<file path="src/rtl/hsid_band_streamer.sv">
// hsid_band_streamer
// Producer for the squared-difference accumulator stream. After a start it
// walks references 0..num_refs-1 and, for each one, bands 0..num_bands-1.
// Each (ref, band) pair reads the pixel and library SRAMs (1-cycle read
// latency). The matching beat is presented to the accumulator one cycle later,
// aligned with the returned read data. The accumulator stream has no
// back-pressure.
// Optional build macro: HSID_BAND_STREAMER_GAP_EN inserts one idle slot after
// the last address of every reference except the final one.
module hsid_band_streamer #(
    parameter int DATA_WIDTH        = 16,
    parameter int DATA_WIDTH_ACC    = 32,
    parameter int HSP_BANDS_WIDTH   = 9,
    parameter int HSP_LIBRARY_WIDTH = 7
) (
    input  logic                                       clk,
    input  logic                                       rst,
    input  logic                                       start,
    input  logic                                       cancel,
    input  logic [HSP_BANDS_WIDTH-1:0]                 num_bands,
    input  logic [HSP_LIBRARY_WIDTH:0]                 num_refs,
    output logic [HSP_BANDS_WIDTH-1:0]                 pix_addr,
    input  logic [DATA_WIDTH-1:0]                      pix_rdata,
    output logic [HSP_LIBRARY_WIDTH+HSP_BANDS_WIDTH-1:0] lib_addr,
    input  logic [DATA_WIDTH-1:0]                      lib_rdata,
    output logic                                       mem_rd_en,
    output logic                                       acc_clean,
    output logic                                       out_valid,
    output logic [DATA_WIDTH-1:0]                      out_a,
    output logic [DATA_WIDTH-1:0]                      out_b,
    output logic                                       out_last,
    output logic [HSP_LIBRARY_WIDTH-1:0]               out_ref,
    output logic                                       out_init_en,
    output logic [DATA_WIDTH_ACC-1:0]                  out_init_acc,
    output logic                                       busy,
    output logic                                       done,
    output logic                                       error
);

    localparam int BW = HSP_BANDS_WIDTH;
    localparam int LW = HSP_LIBRARY_WIDTH;

    // Largest legal reference count: every index of the library.
    localparam logic [LW:0] REFS_MAX = (LW+1)'(1) << LW;

    localparam logic [2:0] ST_IDLE   = 3'd0;
    localparam logic [2:0] ST_CLEAN  = 3'd1;
    localparam logic [2:0] ST_STREAM = 3'd2;
    localparam logic [2:0] ST_DRAIN  = 3'd3;
    localparam logic [2:0] ST_DONE   = 3'd4;

    logic [2:0]    state_reg;
    logic [2:0]    state_next;
    logic [BW-1:0] band_reg;
    logic [LW-1:0] ref_reg;
    logic [BW-1:0] nb_reg;
    logic [LW:0]   nr_reg;
    logic          gap_reg;

    logic          out_valid_reg;
    logic          out_last_reg;
    logic          out_init_en_reg;
    logic [LW-1:0] out_ref_reg;
    logic          acc_clean_reg;
    logic          done_reg;
    logic          error_reg;

    logic          start_legal;
    logic          band_last;
    logic          ref_last;
    logic          issue;
    logic          active;

    // Run-request legality and position decodes for the address walker.
    always_comb begin
        start_legal = (num_bands != '0) && (num_refs != '0) && (num_refs <= REFS_MAX);
        band_last   = (band_reg == nb_reg - 1'b1);
        ref_last    = ({1'b0, ref_reg} == nr_reg - 1'b1);
        active      = (state_reg != ST_IDLE);
        // An address goes out on every streaming cycle unless a cancel is
        // aborting the run or the walker sits in an inter-reference bubble.
        issue       = (state_reg == ST_STREAM) && !cancel && !gap_reg;
    end

    // Run sequencing: clean pulse, address stream, pipeline drain, done.
    always_comb begin
        state_next = state_reg;
        case (state_reg)
            ST_IDLE: begin
                if (start && start_legal) begin
                    state_next = ST_CLEAN;
                end
            end
            ST_CLEAN: begin
                state_next = cancel ? ST_IDLE : ST_STREAM;
            end
            ST_STREAM: begin
                if (cancel) begin
                    state_next = ST_IDLE;
                end else if (issue && band_last && ref_last) begin
                    state_next = ST_DRAIN;
                end
            end
            ST_DRAIN: begin
                state_next = cancel ? ST_IDLE : ST_DONE;
            end
            ST_DONE: begin
                state_next = ST_IDLE;
            end
            default: begin
                state_next = ST_IDLE;
            end
        endcase
    end

    // State register and run-length capture at the accepted start.
    always_ff @(posedge clk) begin
        if (rst) begin
            state_reg <= ST_IDLE;
            nb_reg    <= '0;
            nr_reg    <= '0;
        end else begin
            state_reg <= state_next;
            if (state_reg == ST_IDLE && start && start_legal) begin
                nb_reg <= num_bands;
                nr_reg <= num_refs;
            end
        end
    end

    // Band/reference walker; a cancel or an idle machine returns it to origin.
    always_ff @(posedge clk) begin
        if (rst) begin
            band_reg <= '0;
            ref_reg  <= '0;
            gap_reg  <= 1'b0;
        end else if (!active || cancel) begin
            band_reg <= '0;
            ref_reg  <= '0;
            gap_reg  <= 1'b0;
        end else if (issue) begin
            if (band_last) begin
                band_reg <= '0;
                ref_reg  <= ref_reg + 1'b1;
`ifdef HSID_BAND_STREAMER_GAP_EN
                // Bubble after every reference except the final one.
                gap_reg  <= !ref_last;
`else
                gap_reg  <= 1'b0;
`endif
            end else begin
                band_reg <= band_reg + 1'b1;
            end
        end else begin
            gap_reg <= 1'b0;
        end
    end

    // Beat qualifiers registered one cycle after the address, lining up with rdata.
    always_ff @(posedge clk) begin
        if (rst) begin
            out_valid_reg   <= 1'b0;
            out_last_reg    <= 1'b0;
            out_init_en_reg <= 1'b0;
            out_ref_reg     <= '0;
        end else begin
            out_valid_reg   <= issue;
            out_last_reg    <= issue && band_last;
            out_init_en_reg <= issue && (band_reg == '0);
            if (issue) begin
                out_ref_reg <= ref_reg;
            end
        end
    end

    // Status pulses: clean on start or abort, done after drain, error on bad request.
    always_ff @(posedge clk) begin
        if (rst) begin
            acc_clean_reg <= 1'b0;
            done_reg      <= 1'b0;
            error_reg     <= 1'b0;
        end else begin
            acc_clean_reg <= (!active && start && start_legal) || (active && cancel);
            done_reg      <= (state_reg == ST_DRAIN) && !cancel;
            error_reg     <= !active && start && !start_legal;
        end
    end

    assign pix_addr     = band_reg;
    assign lib_addr     = {ref_reg, band_reg};
    assign mem_rd_en    = issue;
    assign acc_clean    = acc_clean_reg;
    assign out_valid    = out_valid_reg;
    assign out_a        = pix_rdata;
    assign out_b        = lib_rdata;
    assign out_last     = out_last_reg;
    assign out_ref      = out_ref_reg;
    assign out_init_en  = out_init_en_reg;
    assign out_init_acc = '0;
    assign busy         = active;
    assign done         = done_reg;
    assign error        = error_reg;

endmodule

</file>
<file path="config.mk">
export PLATFORM = sky130hd
export DESIGN_NAME = hsid_band_streamer
export DESIGN_NICKNAME = d
export VERILOG_FILES = /design/src/rtl/hsid_band_streamer.sv
export SDC_FILE = /design/constraint.sdc
export NUM_CORES = 1
export LEC_CHECK = 0
export CAP_MARGIN = 20
export CORE_ASPECT_RATIO = 1.1
export CORE_MARGIN = 2
export CORE_UTILIZATION = 44
export DETAILED_ROUTE_END_ITERATION = 10
export GPL_TIMING_DRIVEN = 0
export PLACE_DENSITY = 0.91
export SETUP_SLACK_MARGIN = 0.15
export SYNTH_ARGS = -nofsm -noshare
export SYNTH_HDL_FRONTEND = slang
export SYNTH_SLANG_ARGS = --single-unit
export TNS_END_PERCENT = 30
</file>
<file path="constraint.sdc">
create_clock -name clk -period 6.71 [get_ports clk]
set_input_delay 0.671 -clock clk [delete_from_list [all_inputs] [get_ports clk]]
set_output_delay 0.671 -clock clk [all_outputs]
set_load 0.02 [all_outputs]
</file>
==> summary.md, run 1 <==
| Metric | Value |
|---|---|
| Run status | completed |
| Max-slew violation count | 0 |
| Total grt overflow | 0 |
| Clock root cell | sky130_fd_sc_hd__clkbuf_8 |
| Remaining DRCs | 0 |
| Routed WL | 7420 um |
| Worst slew margin | 62.7% |
| Number of hold-repair buffers added at the cts stage | 0 |
| Mean cell area of the mapped netlist | 8.65 um^2 |
| Number of buffers created by CTS | 5 |
| End-of-flow core utilization | 65.0% |
| TritonCTS clock tree | yes |
| Total routing resource utilization after global routing | 18.7% |
| Power density cells | around 160 mW/mm^2 |
| Final period demand of the worst path | 3760 ps |
| Clock-pin transition on the worst setup and hold timing paths | roughly 90 ps |
| Setup bufs post-CTS | 0 |
| Combinational share of power | between 20% and 30% |
| Arrival time of data at the critical path endpoint | 3090 ps |
| Last weighted congestion value of the routability-driven placer | roughly 0.86 |
| Antenna Nets Post-Route | 0 |
| Yosys top cell by area | sky130_fd_sc_hd__dfxtp_1 |
| Switching component of the power | 0.185 mW |
| Nets | 544 |
| Detail Placement HPWL | 5980 um |
| Drt wl/cell | 13.0 um |
| Required time of the critical path | 6040 ps |
| Total negative slack for setup checks | 0 ps |
| Fillcell total | between 500 and 600 |
| Drt first pass iters | 5 |
| Cells resized by post-CTS repair | 0 |
| Detailed Route Iter0 Violations | 162 |
| Unique cell type count in the Yosys netlist | 50 |
| Unrepaired setup endpoints after global routing | false |
| Worst skew pair latency | between 300 and 400 ps |
| CP startpoint kind | input port |
| Net Sw Frac | 27.0% |
| Max FO, Critical Path | 10 |
| Standard cell with the maximum stage delay on the critical path | sky130_fd_sc_hd__clkdlybuf4s50_1 |
| Cell Int Power | 0.500 mW |
| Cell row count | 31 |
| Clk pwr share | 32.0% |
| Worst slew pin tran | between 500 and 600 ps |
| Via count of the first global-routing pass | 2746 |
| Path type of the worst min-delay path | reg -> reg |
| Floorplan die height | 91.7 um |
| Maximum number of pins on one net before global-route repair | 16 |
| Cell count after synthesis | 356 |
| Critical path type | in -> out |
| Commonest register cell after synthesis | sky130_fd_sc_hd__dfxtp_1 |
| F_max | 266 MHz |
| Count of pins on the block boundary | 157 |
| Count of H-tree levels built during CTS | 2 |
| Post-synth design cell area | around 0.0031 mm^2 |
| Leakage Power | 1.88 nW |
| Total of warnings raised by yosys | 0 |
| Top cells by area in the synthesized netlist | sky130_fd_sc_hd__dfxtp_1 32%, sky130_fd_sc_hd__buf_4 18%, sky130_fd_sc_hd__mux2i_1 5.9% |
| Floorplan Core Area | 0.00667 mm^2 |
| Share of synthesized registers carrying an async set or reset | 0% |
| Sinks on Clock Net | 49 |
| Peak VDD IR | around 0.11 mV |
| Total of endpoints with negative setup slack in the final report | 0 |
| Cell breakdown of the critical path | clkdlybuf4s50_1 > or4b_1 > inv_1 > buf_1 > clkdlybuf4s50_1 |
| Sequential area share after synthesis | 31.9% |
| Via density | 4.99 |
| Full die area | 0.00768 mm^2 |
| Area grow syn2layout | 40.9% |
| Maximum capacitance violations | 0 |
| First-pass GRT wire length | 12200 um |
| Number of hold-slack violations in the final timing report | 0 |
| Initial antenna violation count | 0 |
| Die span in x | 83.8 um |
| Via total after detailed routing | 2841 |
| Diode count | 0 |
| Sum of buffers and inverters on the critical path | 4 |
| Fraction of layout cells with a size suffix above 1 | between 20% and 30% |
| Clock Skew | approximately 10 ps |
| Number of enable flip-flop cells after synthesis | 0 |
| Maximum buffer depth of the clock tree | 2 |
| Sequential power share | 44.4% |
| Most prevalent standard cell on the critical path | sky130_fd_sc_hd__clkdlybuf4s50_1 |
| Nature of the critical path endpoint | primary output |
| Number of flip-flops and latches in the synthesized netlist | 49 |
| Delay of the slowest critical-path stage | 710 ps |
| Starting density of the core | 46.2% |
| Portion of synthesized cell area occupied by the leading cell type | a little under a third |
| Kind of cell with the highest combined delay on the critical path | buffers and inverters |
| Count of buffers from port buffering | 92 |
| Tcrit/Tclk final | between 50% and 60% |
==> final cells by class <==
cell class / instances / area, um^2 / share of cell area (%)
Clock buffer: 6 / 82.6 / 1.90
Tap cell: 82 / 103 / 2.36
Sequential cell: 49 / 981 / 22.6
Clock inverter: 2 / 37.5 / 0.865
Multi-Input combinational cell: 242 / 1550 / 35.7
Buffer: 87 / 633 / 14.6
Timing Repair Buffer: 92 / 921 / 21.2
Inverter: 9 / 33.8 / 0.779
==> Yosys cell counts (2+ instances only) <==
master / number
sky130_fd_sc_hd__nand4_1: 7
sky130_fd_sc_hd__and3_1: 4
sky130_fd_sc_hd__nand2_1: 24
sky130_fd_sc_hd__or4_1: 8
sky130_fd_sc_hd__buf_4: 73
sky130_fd_sc_hd__inv_1: 9
sky130_fd_sc_hd__mux2i_1: 18
sky130_fd_sc_hd__clkbuf_1: 5
sky130_fd_sc_hd__or3_1: 2
sky130_fd_sc_hd__xnor2_1: 9
sky130_fd_sc_hd__dfxtp_1: 49
sky130_fd_sc_hd__o21ai_0: 4
sky130_fd_sc_hd__buf_2: 3
sky130_fd_sc_hd__a211o_1: 2
sky130_fd_sc_hd__and3_2: 3
sky130_fd_sc_hd__nor4_1: 6
sky130_fd_sc_hd__nand3b_1: 2
sky130_fd_sc_hd__a21oi_1: 19
sky130_fd_sc_hd__o31ai_1: 8
sky130_fd_sc_hd__xor2_1: 14
sky130_fd_sc_hd__ha_1: 5
sky130_fd_sc_hd__nor3b_1: 3
sky130_fd_sc_hd__buf_1: 2
sky130_fd_sc_hd__nor2_1: 26
sky130_fd_sc_hd__and2_1: 2
sky130_fd_sc_hd__nor3_2: 2
sky130_fd_sc_hd__nand3_1: 7
sky130_fd_sc_hd__and4b_1: 2
sky130_fd_sc_hd__nor3_1: 15
sky130_fd_sc_hd__buf_6: 3
==> per-layer routing <==
metal | track usage, % | up-vias | wire length, um
met4 | 5.51 | 0 | 126
met3 | 4.86 | 16 | 654
met5 | 0 | - | 0
met2 | 35.0 | 138 | 3730
li1 | - | 1400 | -
met1 | 20.7 | 1287 | 2910
==> layout by cell type, fill, tap and decap left out, types with 9 or more instances in the layout <==
cell type,n
sky130_fd_sc_hd__mux2i_1,18
sky130_fd_sc_hd__xor2_1,14
sky130_fd_sc_hd__nor2_1,26
sky130_fd_sc_hd__conb_1,32
sky130_fd_sc_hd__nand2_1,24
sky130_fd_sc_hd__xnor2_1,9
sky130_fd_sc_hd__nor3_1,15
sky130_fd_sc_hd__inv_1,9
sky130_fd_sc_hd__dfxtp_1,49
sky130_fd_sc_hd__buf_4,73
sky130_fd_sc_hd__clkdlybuf4s50_1,92
sky130_fd_sc_hd__a21oi_1,19
==> through the flow <==
stage | setup WS [ps] | hold WS (ps) | power (mW) | area, um^2 | cells
3_3_place_gp | 2960 | 445 | 0.466 | 4220 | 561
3_5_place_dp | 2960 | 452 | 0.471 | 4220 | 561
5_1_grt | 2840 | 478 | 0.708 | 4340 | 569
6_report | 2950 | 461 | 0.685 | 4340 | 569
4_1_cts | 2950 | 464 | 0.684 | 4340 | 569
2_1_floorplan | 4210 | 447 | 0.423 | 3200 | 387
==> worst register-to-register path: stages (launching register included) <==
cell and delay (ps):
sky130_fd_sc_hd__dfxtp_1 410, sky130_fd_sc_hd__inv_1 70, sky130_fd_sc_hd__ha_1 250, sky130_fd_sc_hd__o21ba_1 190, sky130_fd_sc_hd__a221o_1 380, sky130_fd_sc_hd__a2111oi_4 370, sky130_fd_sc_hd__o31ai_2 190, sky130_fd_sc_hd__buf_6 180
sky130_fd_sc_hd__or4_1 480, sky130_fd_sc_hd__a21oi_1 170
==> worst paths after layout <==
check             startpoint          to  slack, ps  cells after the start
hold / removal    out_ref[6]  out_ref[6]        460                      2
setup reg to reg   nb_reg[0]  ref_reg[5]       3970                      9
hold reg to reg   out_ref[6]  out_ref[6]        460                      2
setup / recovery      cancel   mem_rd_en       2950                      5
==> power groups by stage <==
stage	registers, mW	logic, mW	clock network (mW)
6_report	0.304	0.161	0.219
5_1_grt	0.305	0.174	0.229
4_1_cts	0.304	0.161	0.219
3_5_place_dp	0.311	0.160	0
3_3_place_gp	0.310	0.155	0
2_1_floorplan	0.310	0.113	0
==> cells by family (layout without fill, tap and decap cells) <==
group,count (synthesis),in the layout,synth area share (%)
xor+xnor,23,23,6.54
buf+inv,96,196,21.7
compound gates,44,44,10.3
fa+ha+maj,5,5,2.03
other cells,1,32,0.122
simple gates,119,119,21.1
flops,49,49,31.9
mux,19,19,6.34
No activity file was read; power rests on OpenSTA's default activity.
==> run 2, diff against run 1 <==
- CORE_UTILIZATION: 44 -> 37
- PLACE_DENSITY: 0.91 -> 0.82
- clock period: 6.71 -> 3.3 ns (I/O delays scaled with it)
==> run 2 against run 1 <==
  * Worst setup slack worse by 2600 ps
  * Largest power group unchanged
  * Die area is 18% higher
  * Routed wire length rose by 2.7%
  * Final cell count grew 4.6%
  * Total power increased by 100%
  * Sequential cell count is the same
==> summary.md, run 2 (synthesis results as in run 1) <==
| Metric | Value |
|---|---|
| Run status | completed |
| Setup bufs post-CTS | 0 |
| Diode count | 0 |
| Via total after detailed routing | 2837 |
| Total negative slack for setup checks | 0 ps |
| Leakage Power | approximately 1.9 nW |
| Cell row count | 34 |
| Sinks on Clock Net | a little under 50 |
| Number of buffers created by CTS | 5 |
| Via count of the first global-routing pass | 2601 |
| Standard cell with the maximum stage delay on the critical path | sky130_fd_sc_hd__clkdlybuf4s50_1 |
| Number of hold-slack violations in the final timing report | 0 |
| Number of hold-repair buffers added at the cts stage | 0 |
| Initial antenna violation count | 0 |
| Final instance area | 0.00437 mm^2 |
| Cell area after placement | 0.00425 mm^2 |
| Unrepaired setup endpoints after global routing | false |
| Antenna Nets Post-Route | 0 |
| Worst slew pin tran | 500 ps |
| Post-layout total power | 1.40 mW |
| Nets | 544 |
| Required time of the critical path | 2970 ps |
| Nature of the critical path endpoint | primary output |
| Placed cell count | 587 |
| Arrival time of data at the critical path endpoint | 2630 ps |
| Clock Skew | around 4.0 ps |
| Tcrit/Tclk final | 89.8% |
| Most common cell after layout, fill and taps aside | sky130_fd_sc_hd__clkdlybuf4s50_1 |
| Most prevalent standard cell on the critical path | sky130_fd_sc_hd__clkdlybuf4s50_1 |
| Maximum buffer depth of the clock tree | 2 |
| Worst skew pair latency | 300 ps |
| Last weighted congestion value of the routability-driven placer | 0.855 |
| Count of H-tree levels built during CTS | 2 |
| Clock root cell | sky130_fd_sc_hd__clkbuf_8 |
| Worst slew margin | ~67% |
| Number of standard cells in the final layout excluding fillers | slightly below 600 |
| Drt first pass iters | 4 |
| Fraction of layout cells with a size suffix above 1 | 20.3% |
| Critical path type | in -> out |
| Leading cell types in the layout, fill and taps excluded | 92 x sky130_fd_sc_hd__clkdlybuf4s50_1, 73 x sky130_fd_sc_hd__buf_4, 49 x sky130_fd_sc_hd__dfxtp_1 |
| End-of-flow core utilization | ~55% |
| Clock-pin transition on the worst setup and hold timing paths | 90 ps |
| Remaining DRCs | 0 |
| Final period demand of the worst path | 2960 ps |
| Floorplan die height | 99.7 um |
| Detailed Route Iter0 Violations | 209 |
| Cell breakdown of the critical path | clkdlybuf4s50_1 > or4b_1 > inv_1 > clkbuf_2 > clkdlybuf4s50_1 |
| CP startpoint kind | input port |
| F_max | 337 MHz |
| Total grt overflow | 0 |
| Maximum number of pins on one net before global-route repair | 16 |
| First-pass GRT wire length | 12000 um |
| Delay of the slowest critical-path stage | 660 ps |
| Detail Placement HPWL | 6150 um |
| Via density | 4.77 |
| Total routing resource utilization after global routing | between 10% and 20% |
| TritonCTS clock tree | yes |
| Max-slew violation count | 0 |
| Routed WL | 7620 um |
| Power density cells | 320 mW/mm^2 |
| Max FO, Critical Path | 10 |
| Cells resized by post-CTS repair | 0 |
| Area grow syn2layout | 42.0% |
| Maximum capacitance violations | 0 |
| Die span in x | slightly above 90 um |
| Floorplan Core Area | 0.00800 mm^2 |
| Count of buffers from port buffering | 92 |
| Total of endpoints with negative setup slack in the final report | 0 |
| Count of pins on the block boundary | 157 |
| Path type of the worst min-delay path | reg -> reg |
| Starting density of the core | 38.5% |
| Peak VDD IR | 0.171 mV |
| Full die area | 0.00907 mm^2 |
| Drt wl/cell | approximately 13 um |
| Fillcell total | 726 |
==> run 2: cell count changes in the layout (fill, tap and decap cells not counted), sizes merged <==
cell | previous run | this run
clkbuf | 11 | 12
buf | 81 | 80
==> run 2: area by class of cell <==
type,instances,area [um^2],area share (%)
flip-flops and latches,49,981,22.4
inverters,9,33.8,0.773
repair buffers,92,921,21.1
well taps,108,135,3.09
plain buffers,87,634,14.5
multi-input cells,242,1550,35.4
clock inverters,2,37.5,0.858
clock buffers,6,82.6,1.89
==> run 2: routing by layer <==
metal | wire length, um | up-vias | track usage (%)
met3 | 561 | 20 | 3.56
met2 | 3830 | 128 | 28.7
li1 | - | 1398 | -
met4 | 195 | 0 | 6.76
met1 | 3030 | 1291 | 17.9
met5 | 0 | - | 0
==> run 2: worst paths after layout <==
path	slack (ps)	cells past startpoint	from	end
max reg2reg	630	9	nb_reg[0]	ref_reg[5]
max	340	5	cancel	mem_rd_en
min reg2reg	460	2	out_ref[6]	out_ref[6]
min	460	2	out_ref[6]	out_ref[6]
==> run 2: where the power goes <==
part | switching, mW | internal, mW | total, mW
Combinational | 0.162 | 0.166 | 0.327
Sequential | 0.0142 | 0.604 | 0.618
Clock | 0.206 | 0.247 | 0.452
==> run 2: critical path, delay by kind of cell <==
kind | cells | cell delay [ps]
buf+inv | 4 | 1700
simple gates | 1 | 600
==> run 2: stage by stage <==
stage / setup WS, ps / hold slack [ps]
after floorplan: 835 / 407
after global placement: 158 / 446
after detailed placement: 184 / 451
after CTS: 157 / 464
after global routing: 257 / 498
final: 336 / 460
